$ cat config.mk
export PLATFORM = sky130hd
export DESIGN_NAME = simd_product_accumulator
export DESIGN_NICKNAME = d
export VERILOG_FILES = /design/src/rtl/simd_acc_pkg.sv /design/src/rtl/simd_lane_acc.sv /design/src/rtl/simd_product_accumulator.sv
export SDC_FILE = /design/constraint.sdc
export NUM_CORES = 1
export LEC_CHECK = 0
export CAP_MARGIN = 20
export CELL_PAD_IN_SITES_DETAIL_PLACEMENT = 0
export CELL_PAD_IN_SITES_GLOBAL_PLACEMENT = 2
export CORE_ASPECT_RATIO = 0.9
export CORE_MARGIN = 2
export CORE_UTILIZATION = 36
export DETAILED_ROUTE_END_ITERATION = 8
export GPL_TIMING_DRIVEN = 1
export PLACE_DENSITY = 0.87
export SLEW_MARGIN = 10
export SYNTH_ARGS = -nofsm -noshare
export SYNTH_HDL_FRONTEND = slang
export SYNTH_HIERARCHICAL = 1
export SYNTH_SLANG_ARGS = --single-unit
export TNS_END_PERCENT = 30
$ cat constraint.sdc
create_clock -name clk -period 8.97 [get_ports clk]
set_clock_uncertainty 0.15 [all_clocks]
set_input_delay 1.794 -clock clk [delete_from_list [all_inputs] [get_ports clk]]
set_output_delay 1.794 -clock clk [all_outputs]
set_load 0.01 [all_outputs]
$ cat src/rtl/simd_acc_pkg.sv
// Shared types and lane geometry for the SIMD product accumulator.
// Lane tables are indexed [mode][lane]; a width of 0 marks a lane unused in that mode.
package simd_acc_pkg;

    localparam int ACC_W_DEF = 26;
    localparam int NUM_LANES = 4;

    localparam logic [1:0] MODE_FULL = 2'd0;
    localparam logic [1:0] MODE_H1   = 2'd1;
    localparam logic [1:0] MODE_H2   = 2'd2;

    // Row 3 is an unused encoding and maps every lane to width 0.
    localparam int LANE_LSB [0:3][0:3] = '{
        '{0, 0, 0, 0},
        '{0, 8, 0, 0},
        '{0, 4, 8, 14},
        '{0, 0, 0, 0}
    };
    localparam int LANE_WID [0:3][0:3] = '{
        '{18, 0, 0, 0},
        '{8, 10, 0, 0},
        '{4, 4, 6, 4},
        '{0, 0, 0, 0}
    };

    typedef enum logic {
        ST_IDLE  = 1'b0,
        ST_ACCUM = 1'b1
    } acc_state_e;

endpackage

$ cat src/rtl/simd_lane_acc.sv
// Single-lane accumulator: load or add, wrap modulo 2^ACC_W, sticky overflow.
// Next-state values are exported so the top can capture the final sum on the last beat's edge.
module simd_lane_acc #(
    parameter int ACC_W = 26
) (
    input  logic             clk_i,
    input  logic             reset_i,
    input  logic             en_i,
    input  logic             load_i,
    input  logic             signed_i,
    input  logic [ACC_W-1:0] addend_i,
    output logic [ACC_W-1:0] acc_d_o,
    output logic             ovf_d_o
);

    logic [ACC_W-1:0] acc_q;
    logic             ovf_q;
    logic [ACC_W:0]   sum;
    logic             ovf_now;

    always_comb begin
        sum = {1'b0, acc_q} + {1'b0, addend_i};
        if (signed_i) begin
            ovf_now = (acc_q[ACC_W-1] == addend_i[ACC_W-1]) &&
                      (sum[ACC_W-1] != acc_q[ACC_W-1]);
        end else begin
            ovf_now = sum[ACC_W];
        end
        if (load_i) begin
            acc_d_o = addend_i;
            ovf_d_o = 1'b0;
        end else begin
            acc_d_o = sum[ACC_W-1:0];
            ovf_d_o = ovf_q | ovf_now;
        end
    end

    always_ff @(posedge clk_i) begin
        if (reset_i) begin
            acc_q <= '0;
            ovf_q <= 1'b0;
        end else if (en_i) begin
            acc_q <= acc_d_o;
            ovf_q <= ovf_d_o;
        end
    end

endmodule

$ cat src/rtl/simd_product_accumulator.sv
// Splits the product word into 1/2/4 lanes and accumulates each over acc_len beats.
// Result registers 1 cycle after the last beat; beats stall while a result waits on out_ready.
module simd_product_accumulator
    import simd_acc_pkg::*;
#(
    parameter int IN_W  = 18,
    parameter int ACC_W = ACC_W_DEF,
    parameter int LEN_W = 8
) (
    input  logic               clk,
    input  logic               reset,
    input  logic               in_valid,
    output logic               in_ready,
    input  logic [IN_W-1:0]    C,
    input  logic               in_signed,
    input  logic               HALF_1,
    input  logic               HALF_2,
    input  logic [LEN_W-1:0]   acc_len,
    output logic               out_valid,
    input  logic               out_ready,
    output logic [4*ACC_W-1:0] acc_out,
    output logic [3:0]         acc_ovf,
    output logic [1:0]         out_mode
);

    acc_state_e       state_q, state_d;
    logic [LEN_W-1:0] count_q, count_d;
    logic [LEN_W-1:0] len_q, len_d;
    logic [1:0]       mode_q, mode_d;
    logic             signed_q, signed_d;

    logic               out_valid_q, out_valid_d;
    logic [4*ACC_W-1:0] acc_out_q, acc_out_d;
    logic [3:0]         acc_ovf_q, acc_ovf_d;
    logic [1:0]         out_mode_q, out_mode_d;

    logic             accept, finish, first;
    logic [1:0]       in_mode, mode_sel;
    logic             signed_sel;
    logic [IN_W-1:0]  lane_raw;
    logic             lane_sgn;
    int               wid;
    logic [ACC_W-1:0] lane_ext [NUM_LANES];
    logic [ACC_W-1:0] lane_sum [NUM_LANES];
    logic [3:0]       lane_ovf;

    assign in_ready = !(out_valid_q && !out_ready);
    assign accept   = in_valid && in_ready;
    assign first    = (state_q == ST_IDLE);
    assign in_mode  = HALF_2 ? MODE_H2 : (HALF_1 ? MODE_H1 : MODE_FULL);

    // The first beat uses the live mode/sign; later beats use the latched copy.
    assign mode_sel   = first ? in_mode : mode_q;
    assign signed_sel = first ? in_signed : signed_q;

    always_comb begin
        lane_raw = '0;
        lane_sgn = 1'b0;
        wid      = 0;
        for (int k = 0; k < NUM_LANES; k++) begin
            lane_ext[k] = '0;
            lane_raw    = C >> LANE_LSB[mode_sel][k];
            wid         = LANE_WID[mode_sel][k];
            lane_sgn    = 1'b0;
            if (wid > 0) begin
                lane_sgn = signed_sel & lane_raw[wid-1];
                for (int j = 0; j < ACC_W; j++) begin
                    if (j < wid && j < IN_W) lane_ext[k][j] = lane_raw[j];
                    else                     lane_ext[k][j] = lane_sgn;
                end
            end
        end
    end

    for (genvar g = 0; g < NUM_LANES; g++) begin : g_lane
        simd_lane_acc #(.ACC_W(ACC_W)) u_lane (
            .clk_i    (clk),
            .reset_i  (reset),
            .en_i     (accept),
            .load_i   (first),
            .signed_i (signed_sel),
            .addend_i (lane_ext[g]),
            .acc_d_o  (lane_sum[g]),
            .ovf_d_o  (lane_ovf[g])
        );
    end

    always_comb begin
        state_d  = state_q;
        count_d  = count_q;
        len_d    = len_q;
        mode_d   = mode_q;
        signed_d = signed_q;
        finish   = 1'b0;
        if (accept) begin
            case (state_q)
                ST_IDLE: begin
                    mode_d   = in_mode;
                    signed_d = in_signed;
                    len_d    = (acc_len == '0) ? LEN_W'(1) : acc_len;
                    count_d  = LEN_W'(1);
                    if (len_d == LEN_W'(1)) finish = 1'b1;
                    else                    state_d = ST_ACCUM;
                end
                ST_ACCUM: begin
                    count_d = count_q + LEN_W'(1);
                    if (count_d == len_q) begin
                        finish  = 1'b1;
                        state_d = ST_IDLE;
                    end
                end
                default: state_d = ST_IDLE;
            endcase
        end
    end

    always_comb begin
        out_valid_d = finish | (out_valid_q & ~out_ready);
        acc_out_d   = acc_out_q;
        acc_ovf_d   = acc_ovf_q;
        out_mode_d  = out_mode_q;
        if (finish) begin
            for (int k = 0; k < NUM_LANES; k++) begin
                acc_out_d[k*ACC_W +: ACC_W] = lane_sum[k];
            end
            acc_ovf_d  = lane_ovf;
            out_mode_d = mode_sel;
        end
    end

    always_ff @(posedge clk) begin
        if (reset) begin
            state_q     <= ST_IDLE;
            count_q     <= '0;
            len_q       <= '0;
            mode_q      <= MODE_FULL;
            signed_q    <= 1'b0;
            out_valid_q <= 1'b0;
            acc_out_q   <= '0;
            acc_ovf_q   <= '0;
            out_mode_q  <= MODE_FULL;
        end else begin
            state_q     <= state_d;
            count_q     <= count_d;
            len_q       <= len_d;
            mode_q      <= mode_d;
            signed_q    <= signed_d;
            out_valid_q <= out_valid_d;
            acc_out_q   <= acc_out_d;
            acc_ovf_q   <= acc_ovf_d;
            out_mode_q  <= out_mode_d;
        end
    end

    assign out_valid = out_valid_q;
    assign acc_out   = acc_out_q;
    assign acc_ovf   = acc_ovf_q;
    assign out_mode  = out_mode_q;

endmodule

After elaboration in Yosys (flattened, before gate mapping)

Cells that the tools add are included.

Word-level logic and storage cells: 263
Register bits: 239
Input port bits: 33

Bitwise gates (word level): 13
Shifts and indexed selects: 4
$lt $le $gt $ge: 81
Reduce and logical (&&, ||, !) cells: 10
Equality and inequality tests: 10
Add/subtract/negate cells: 9
Mux-type cells: 119

Operators by type and width:

| operator              | number |
|---|---|
| $lt 5x32->1 const A   | 32 |
| $bmux 128 s2          | 2 |
| $lt 4x32->1 const A   | 16 |
| $mux 128              | 4 |
| $lt 3x32->1 const A   | 8 |
| $lt 6x32->1 const A   | 8 |
| $mux 26               | 8 |
| $gt 32x1->1 const B   | 4 |
| $lt 1x32->1 const A   | 4 |
| $lt 2x32->1 const A   | 4 |
| $lt 32x7->1 const B   | 4 |
| $shr 18x32->18        | 4 |
| $sub 32x2->32 const B | 4 |
| $add 26x26->27        | 4 |
| $mux 1                | 95 |
| $bmux 1 s5            | 4 |
| $pmux 8 s2            | 1 |
| $add 8x1->8 const B   | 1 |
| $eq 8x1->1 const B    | 1 |
| $eq 8x8->1            | 1 |
| $logic_not 8->1       | 1 |
| $mux 8                | 1 |
| $logic_and 1x1->1     | 6 |
| $and 1x1->1           | 5 |
| 10 further kinds      | 24 |

Depth between registers and ports, before layout

Gate-level depths: netlist (run 1).

Word-level depth: 20
Gate-level depth with buffers: 23
Depth with buffers taken out: 21

Hierarchy

Netlist (run 1), hierarchy kept.

Modules (own cells, without submodules):

| module                                | sequential area each (um^2) | cells each | times used | area an instance (um^2) |
|---|---|---|---|---|
| simd_lane_acc at g_lane[0].u_lane ... | 540.5                       | 367        | 3          | 2741.4 |
| simd_product_accumulator              | 2622.5                      | 748        | 1          | 6834.1 |
| simd_lane_acc at g_lane[3].u_lane     | 540.5                       | 394        | 1          | 2962.8 |

Worst setup path after synthesis (run 1)

No wires, ideal clock.

Kind: input to register
From: input port HALF_1
To: register acc_ovf_q[2] (netlist: acc_ovf[2])
Setup slack: 2192 ps
Required time: 8700 ps
Arrival: 6509 ps
Library setup time: 120 ps
Stages on the path: 19
Cells stage by stage: nor3b_1 -> nor2_1 -> ha_1 -> clkbuf_1 -> clkbuf_1 -> nand2_1 -> nor2_1 -> ha_1 -> buf_4 -> a21oi_1 -> o21ai_1 -> nor3b_1 -> a21oi_2 -> o21ai_1 -> nor4b_1 -> nor3b_1 -> nor2_1 -> nand2b_1 -> mux2i_1

RTL lines:

| item                 | line                            | text |
|---|---|---|
| from (decl)          | simd_product_accumulator.sv:16  | `input logic HALF_1,` |
| to (signal assigned) | simd_product_accumulator.sv:150 | `acc_ovf_q <= acc_ovf_d;` |
| to (decl)            | simd_product_accumulator.sv:34  | `logic [3:0] acc_ovf_q, acc_ovf_d;` |

==> results of run 1 <==
worst paths after layout:
kind | start | end
worst min-delay path | acc_out[91] | acc_out[91]
worst max register to register | state_q | acc_ovf[1]
worst min register to register | acc_out[91] | acc_out[91]
worst max-delay path | HALF_1 | acc_ovf[1]
area by class of cell:
type | count | share of cell area (%)
multi-input combinational | 1802 | 59.2
sequential | 239 | 23.1
timing repair buffer | 159 | 7.56
clock buffer | 40 | 4.08
tap | 671 | 4.05
inverter | 71 | 1.32
clock inverter | 13 | 0.772
layout by cell type, fill, tap and decap left out, types with 7 or more instances in the layout:
| master | n |
|---|---|
| a311oi_1 | 24 |
| clkbuf_16 | 29 |
| o21ai_0 | 83 |
| xor2_1 | 34 |
| mux2_2 | 12 |
| dfxtp_1 | 239 |
| inv_1 | 65 |
| nand2_1 | 190 |
| o31ai_1 | 12 |
| nor3_1 | 23 |
| o21a_1 | 62 |
| nor3b_1 | 10 |
| a21o_1 | 33 |
| clkdlybuf4s50_1 | 143 |
| buf_4 | 13 |
| a221oi_1 | 10 |
| xnor2_1 | 31 |
| clkbuf_8 | 9 |
| nand2b_1 | 231 |
| and2_1 | 16 |
| a211oi_1 | 19 |
| o211ai_1 | 16 |
| mux2i_1 | 148 |
| o21bai_1 | 13 |
| ha_1 | 112 |
| a21oi_2 | 13 |
| nand3_1 | 44 |
| nor2b_1 | 27 |
| and3_1 | 22 |
| or3_1 | 8 |
| nand4_1 | 19 |
| a21oi_1 | 142 |
| o21ai_1 | 30 |
| nor4_1 | 7 |
| nand3b_1 | 7 |
| nor2_1 | 238 |
| a31oi_1 | 15 |
logic make-up (layout without fill, tap and decap cells):
logic type               Yosys count  in the layout
AO/OA/AOI/OAI                    561            561
XOR/XNOR                          65             65
adder cells (fa/ha/maj)          116            116
buffers and inverters            202            283
flip-flops                       239            239
multiplexers                     165            165
AND/OR/NAND/NOR                  895            895
layer usage:
metal  global-route usage [%]  share of wire [%]
met5                        0              0.054
met4                     5.84                3.0
met3                     2.85                4.1
met2                     30.6                 45
met1                     26.1                 48
flip-flops by register name (all words and copies together), names as in the netlist:
name and flops:
g_lane.u_lane/acc_q 104, acc_ovf 4, out_valid 1, len_q 8
acc_out 104, g_lane.u_lane/ovf_q 4, signed_q 1, mode_q 2
state_q 1, out_mode 2, count_q 8
worst reg2reg max path: cells and delay by family, from the launching register on:
kind / cells / cell delay [ns]
DFF: 1 / 0.50
muxes: 2 / 0.40
and+or+nand+nor: 6 / 1.79
buffers and inverters: 1 / 0.66
AOI/OAI and AO/OA: 9 / 1.82
adders and majority gates: 2 / 0.85
per-stage QoR:
stage / cells / util [%] / hold slack (ns) / area (sq um)
3_3_place_gp: 2941 / 40.0 / 0.314 / 19700
3_5_place_dp: 2941 / 40.0 / 0.317 / 19700
6_report: 2995 / 42.1 / 0.326 / 20700
5_1_grt: 2995 / 42.1 / 0.348 / 20700
4_1_cts: 2994 / 42.1 / 0.330 / 20700
2_1_floorplan: 2243 / - / 0.308 / 18000
report_power, final:
part / switching, mW / leakage [nW] / internal, mW / total, mW
combinational: 0.442 / 6.35 / 0.282 / 0.723
clock: 0.498 / 0.494 / 0.745 / 1.24
sequential: 0.0285 / 1.95 / 1.10 / 1.13
total: 0.968 / 8.79 / 2.13 / 3.10
==> metrics, run 1 <==
# IOs 145; worst path required time 9.24 ns; vias in the first global route 15400; Main synth FF type dfxtp_1; CTS Buf Count 29; synth top area cells dfxtp_1, mux2i_1, nand2b_1; I/O Buffers 144; Pwr per Cell Area 149 nW/um^2; syn nets 2392; total chip power 3.10 mW; ANT nets after route 0; Multi-input gate area 12300 sq um; Yosys reg bits 239; largest family of logic cells by synthesized area simple AND/OR/NAND/NOR gates; Final Max Slew Viols 0; Final Worst Setup Slack 1.57 ns; CP bufs+invs 2; Vias/cell 5.31; maximum clock path buffer count 3; status completed; Die W 240 microns; Post-Route Setup TNS 0 ns; Rows 77; core area 49300 sq um; post-synth cell types 96; Post-DP HPWL 35300 microns; Simple-Gate Fraction of Synth Area 25.5%; number of cells on the critical path 21; crit-path leading delay family compound AO/OA/AOI/OAI gates; RSZ-0062 raised after global routing no; first-pass GRT wire length 81200 microns; Total GRT Usage 19.0%; CP Cell Sequence clkdlybuf4s50_1 > nor3b_1 > nor2_1 > ha_1 > mux2_2 > o211ai_1 > a21o_1 > inv_1 > a21oi_1 > a31oi_1 > ha_1 > o21a_1 > o31a_1 > o31ai_2 > a21oi_2 > o21ai_1 > nor4b_1 > nor3b_1 > nor2_1 > nand2b_1 > mux2i_1; synthesized area 18000 sq um; clock latency on the worst-skew pair 0.58 ns; via count 15900; largest net degree at the start of global routing 211; Layout Nets 2451; Crit Path Max Fanout 25; clk root buf clkbuf_16; Max-slew headroom 29.6%; DIE AREA 51900 sq um; ANT cells 0; WP data arrival 7.67 ns; multiplexer area fraction after synthesis 9.43%; number of flops mapped to enable cells by yosys 0; Worst-Margin Slew 1.06 ns; Synth top cells by count dfxtp_1, nor2_1, nand2b_1; Synth Area in Adders 8.22%; Critical Path Slowest Stage Cell nor3b_1; Hold Path Cell Cnt 2; f_max 135 MHz; post-synthesis xor/xnor area fraction 3.16%; layout cells sized above 1 6.80%; CP Launch Type input pin; Max Cap Viol 0; gpl congestion 0.882; total number of yosys warnings 6; Initial Utilization 36.5%; Synth Instances 2243; # DRC 0; Crit path largest cell delay 0.69 ns; syn avg cell area 8.03 sq um; global route overflow 0; Setup CP Type input pin to flop; post-synth top area cell dfxtp_1; register area share after synthesis 26.6%; CTS tree done; die height 216 microns; initial drt markers 1022; Storage cell area 4780 sq um; Clk pin slew, worst setup/hold paths 0.06 ns; Leak 8.79 nW; Tcrit/Tclk final 82.6%; initial antenna violation count 2; Filler cells 5047; WL/cell 16.7 microns; # hold bufs at CTS 0; Hold Fails Final Rpt 0; final WL 49900 microns; TritonCTS Sinks 239; synth-to-layout area growth 15.1%; maximum vdd ir drop 0.000133 V; Post-synth ARST share 0%; post-cts gate resize count 0; post-layout min period 7.40 ns; Worst R2R Setup Slack 2.65 ns; hold crit path type flop to flop; htree depth 1; post-synth top area share 26.6%; Setup WS pre-CTS 1.14 ns; Synth Area in Compound Gates 21.7%; reg2reg path depth 20; critical path capture point type flop; setup bufs post-CTS 0; DR pass1 iterations 5; final setup vio count 0
(Power assumes the default switching activity.)
==> run 2, diff against run 1 <==
--- a/config.mk
+++ b/config.mk
@@ -10,10 +10,10 @@
 export CELL_PAD_IN_SITES_GLOBAL_PLACEMENT = 2
 export CORE_ASPECT_RATIO = 0.9
 export CORE_MARGIN = 2
-export CORE_UTILIZATION = 36
+export CORE_UTILIZATION = 32
 export DETAILED_ROUTE_END_ITERATION = 8
 export GPL_TIMING_DRIVEN = 1
-export PLACE_DENSITY = 0.87
+export PLACE_DENSITY = 0.82
 export SLEW_MARGIN = 10
 export SYNTH_ARGS = -nofsm -noshare
 export SYNTH_HDL_FRONTEND = slang
==> constraint.sdc (replaced) <==
create_clock -name clk -period 6.42 [get_ports clk]
set_clock_uncertainty 0.15 [all_clocks]
set_input_delay 1.284 -clock clk [delete_from_list [all_inputs] [get_ports clk]]
set_output_delay 1.284 -clock clk [all_outputs]
set_load 0.01 [all_outputs]
==> metrics, run 2 (synthesis results as in run 1) <==
status completed; Post-DP HPWL 37400 microns; Crit Path Max Fanout 8; CP Launch Type input pin; ANT cells 0; ANT nets after route 0; CTS tree done; critical path capture point type flop; Crit path largest cell delay 0.51 ns; f_max 173 MHz; placed inst area 20400 sq um; Worst-Margin Slew 1.07 ns; final setup vio count 0; most frequent cells in the layout dfxtp_1, nor2_1, nand2b_1, nand2_1, mux2i_1; WP data arrival 6.08 ns; CTS Buf Count 31; hold_sp acc_out[21]; Vias/cell 5.09; Hold Fails Final Rpt 0; most common library cell in the layout ignoring fill and taps dfxtp_1; Die W 254 microns; CP Cell Sequence clkdlybuf4s50_1 > nor3b_1 > buf_4 > nor2_1 > inv_1 > ha_1 > nand3_1 > a211oi_1 > nor2_1 > a221oi_1 > ha_1 > nand4_1 > nor2_2 > o41a_1 > o21a_2 > a31oi_2 > o41ai_4 > xnor2_1 > o21ai_1 > nand2b_1 > mux2i_1; # IOs 145; Max-slew headroom 28.4%; largest net degree at the start of global routing 155; via count 16000; reg2reg path depth 20; Pwr per Cell Area 213 nW/um^2; Final Max Slew Viols 0; synth-to-layout area growth 19.2%; total chip power 4.57 mW; vias in the first global route 15800; clk root buf clkbuf_16; Worst R2R Setup Slack 1.29 ns; Clk pin slew, worst setup/hold paths 0.06 ns; setup bufs post-CTS 0; Setup CP Type input pin to flop; hold crit path type flop to flop; worst flop-to-flop path startpoint state_q; Post-Route Setup TNS 0 ns; Total GRT Usage 17.6%; WL/cell 16.5 microns; Critical Path Slowest Stage Cell a221oi_1; hold path endpoint acc_out[21]; post-cts gate resize count 0; Tcrit/Tclk final 90.0%; # hold bufs at CTS 0; clock latency on the worst-skew pair 0.58 ns; global route overflow 0; Max Cap Viol 0; initial drt markers 1027; Filler cells 5734; DIE AREA 58200 sq um; # DRC 0; Hold Path Cell Cnt 2; die height 229 microns; I/O Buffers 144; initial antenna violation count 0; RR Endpoint acc_out[23]; gpl congestion 0.872; core area 55700 sq um; Rows 82; Leak 9.15 nW; post-layout min period 5.78 ns; RSZ-0062 raised after global routing no; CP bufs+invs 3; maximum vdd ir drop 0.000218 V; finished layout cell area 21500 sq um; crit-path leading delay family compound AO/OA/AOI/OAI gates; worst path required time 6.72 ns; final WL 51800 microns; TritonCTS Sinks 239; htree depth 1; Initial Utilization 32.3%; first-pass GRT wire length 84500 microns; maximum clock path buffer count 3; Layout Nets 2511; layout cells sized above 1 9.22%; DR pass1 iterations 5
==> run 2: worst max path at each step <==
stage / startpoint / end / slack (ns) / cells past startpoint
3_5_place_dp: HALF_1 / acc_out[23] / 0.13 / 21
2_1_floorplan: HALF_1 / acc_ovf[2] / 0.15 / 19
4_1_cts: HALF_1 / acc_out[23] / 0.72 / 21
5_1_grt: HALF_2 / acc_out[24] / 0.27 / 22
6_report: HALF_1 / acc_out[23] / 0.64 / 21
3_3_place_gp: HALF_2 / acc_out[23] / 0.09 / 21
==> run 2: power breakdown <==
part	switching [mW]	internal, mW	total (mW)
Combinational	0.639	0.454	1.09
Sequential	0.0369	1.54	1.58
Clock	0.723	1.18	1.90
==> run 2: area by class of cell <==
type	count	area (sq um)	area share, %
well taps	756	946	4.40
inverters	71	274	1.28
clock buffers	39	856	3.98
repair buffers	217	2090	9.75
clock inverters	18	253	1.18
flip-flops and latches	239	4780	22.3
multi-input cells	1802	12300	57.1
==> run 2: through the flow <==
step | util (%) | std cells | hold slack, ns | setup WS [ns]
final | 38.6 | 3142 | 0.323 | 0.641
after global routing | 38.6 | 3142 | 0.349 | 0.270
after CTS | 38.6 | 3142 | 0.330 | 0.725
after detailed placement | 36.6 | 3085 | 0.318 | 0.125
after global placement | 36.6 | 3085 | 0.312 | 0.0853
after floorplan | - | 2243 | 0.308 | 0.152
==> run 2: worst min-delay path: stages (launching register included) <==
cell and delay [ns]:
dfxtp_1 0.30, nand2b_1 0.06, mux2i_1 0.06
==> run 2: per-layer routing <==
layer	part of all wire, %	GRT usage [%]
met1	49	24.5
met4	2.0	3.66
met2	45	28.9
met5	0	0
met3	3.7	2.40
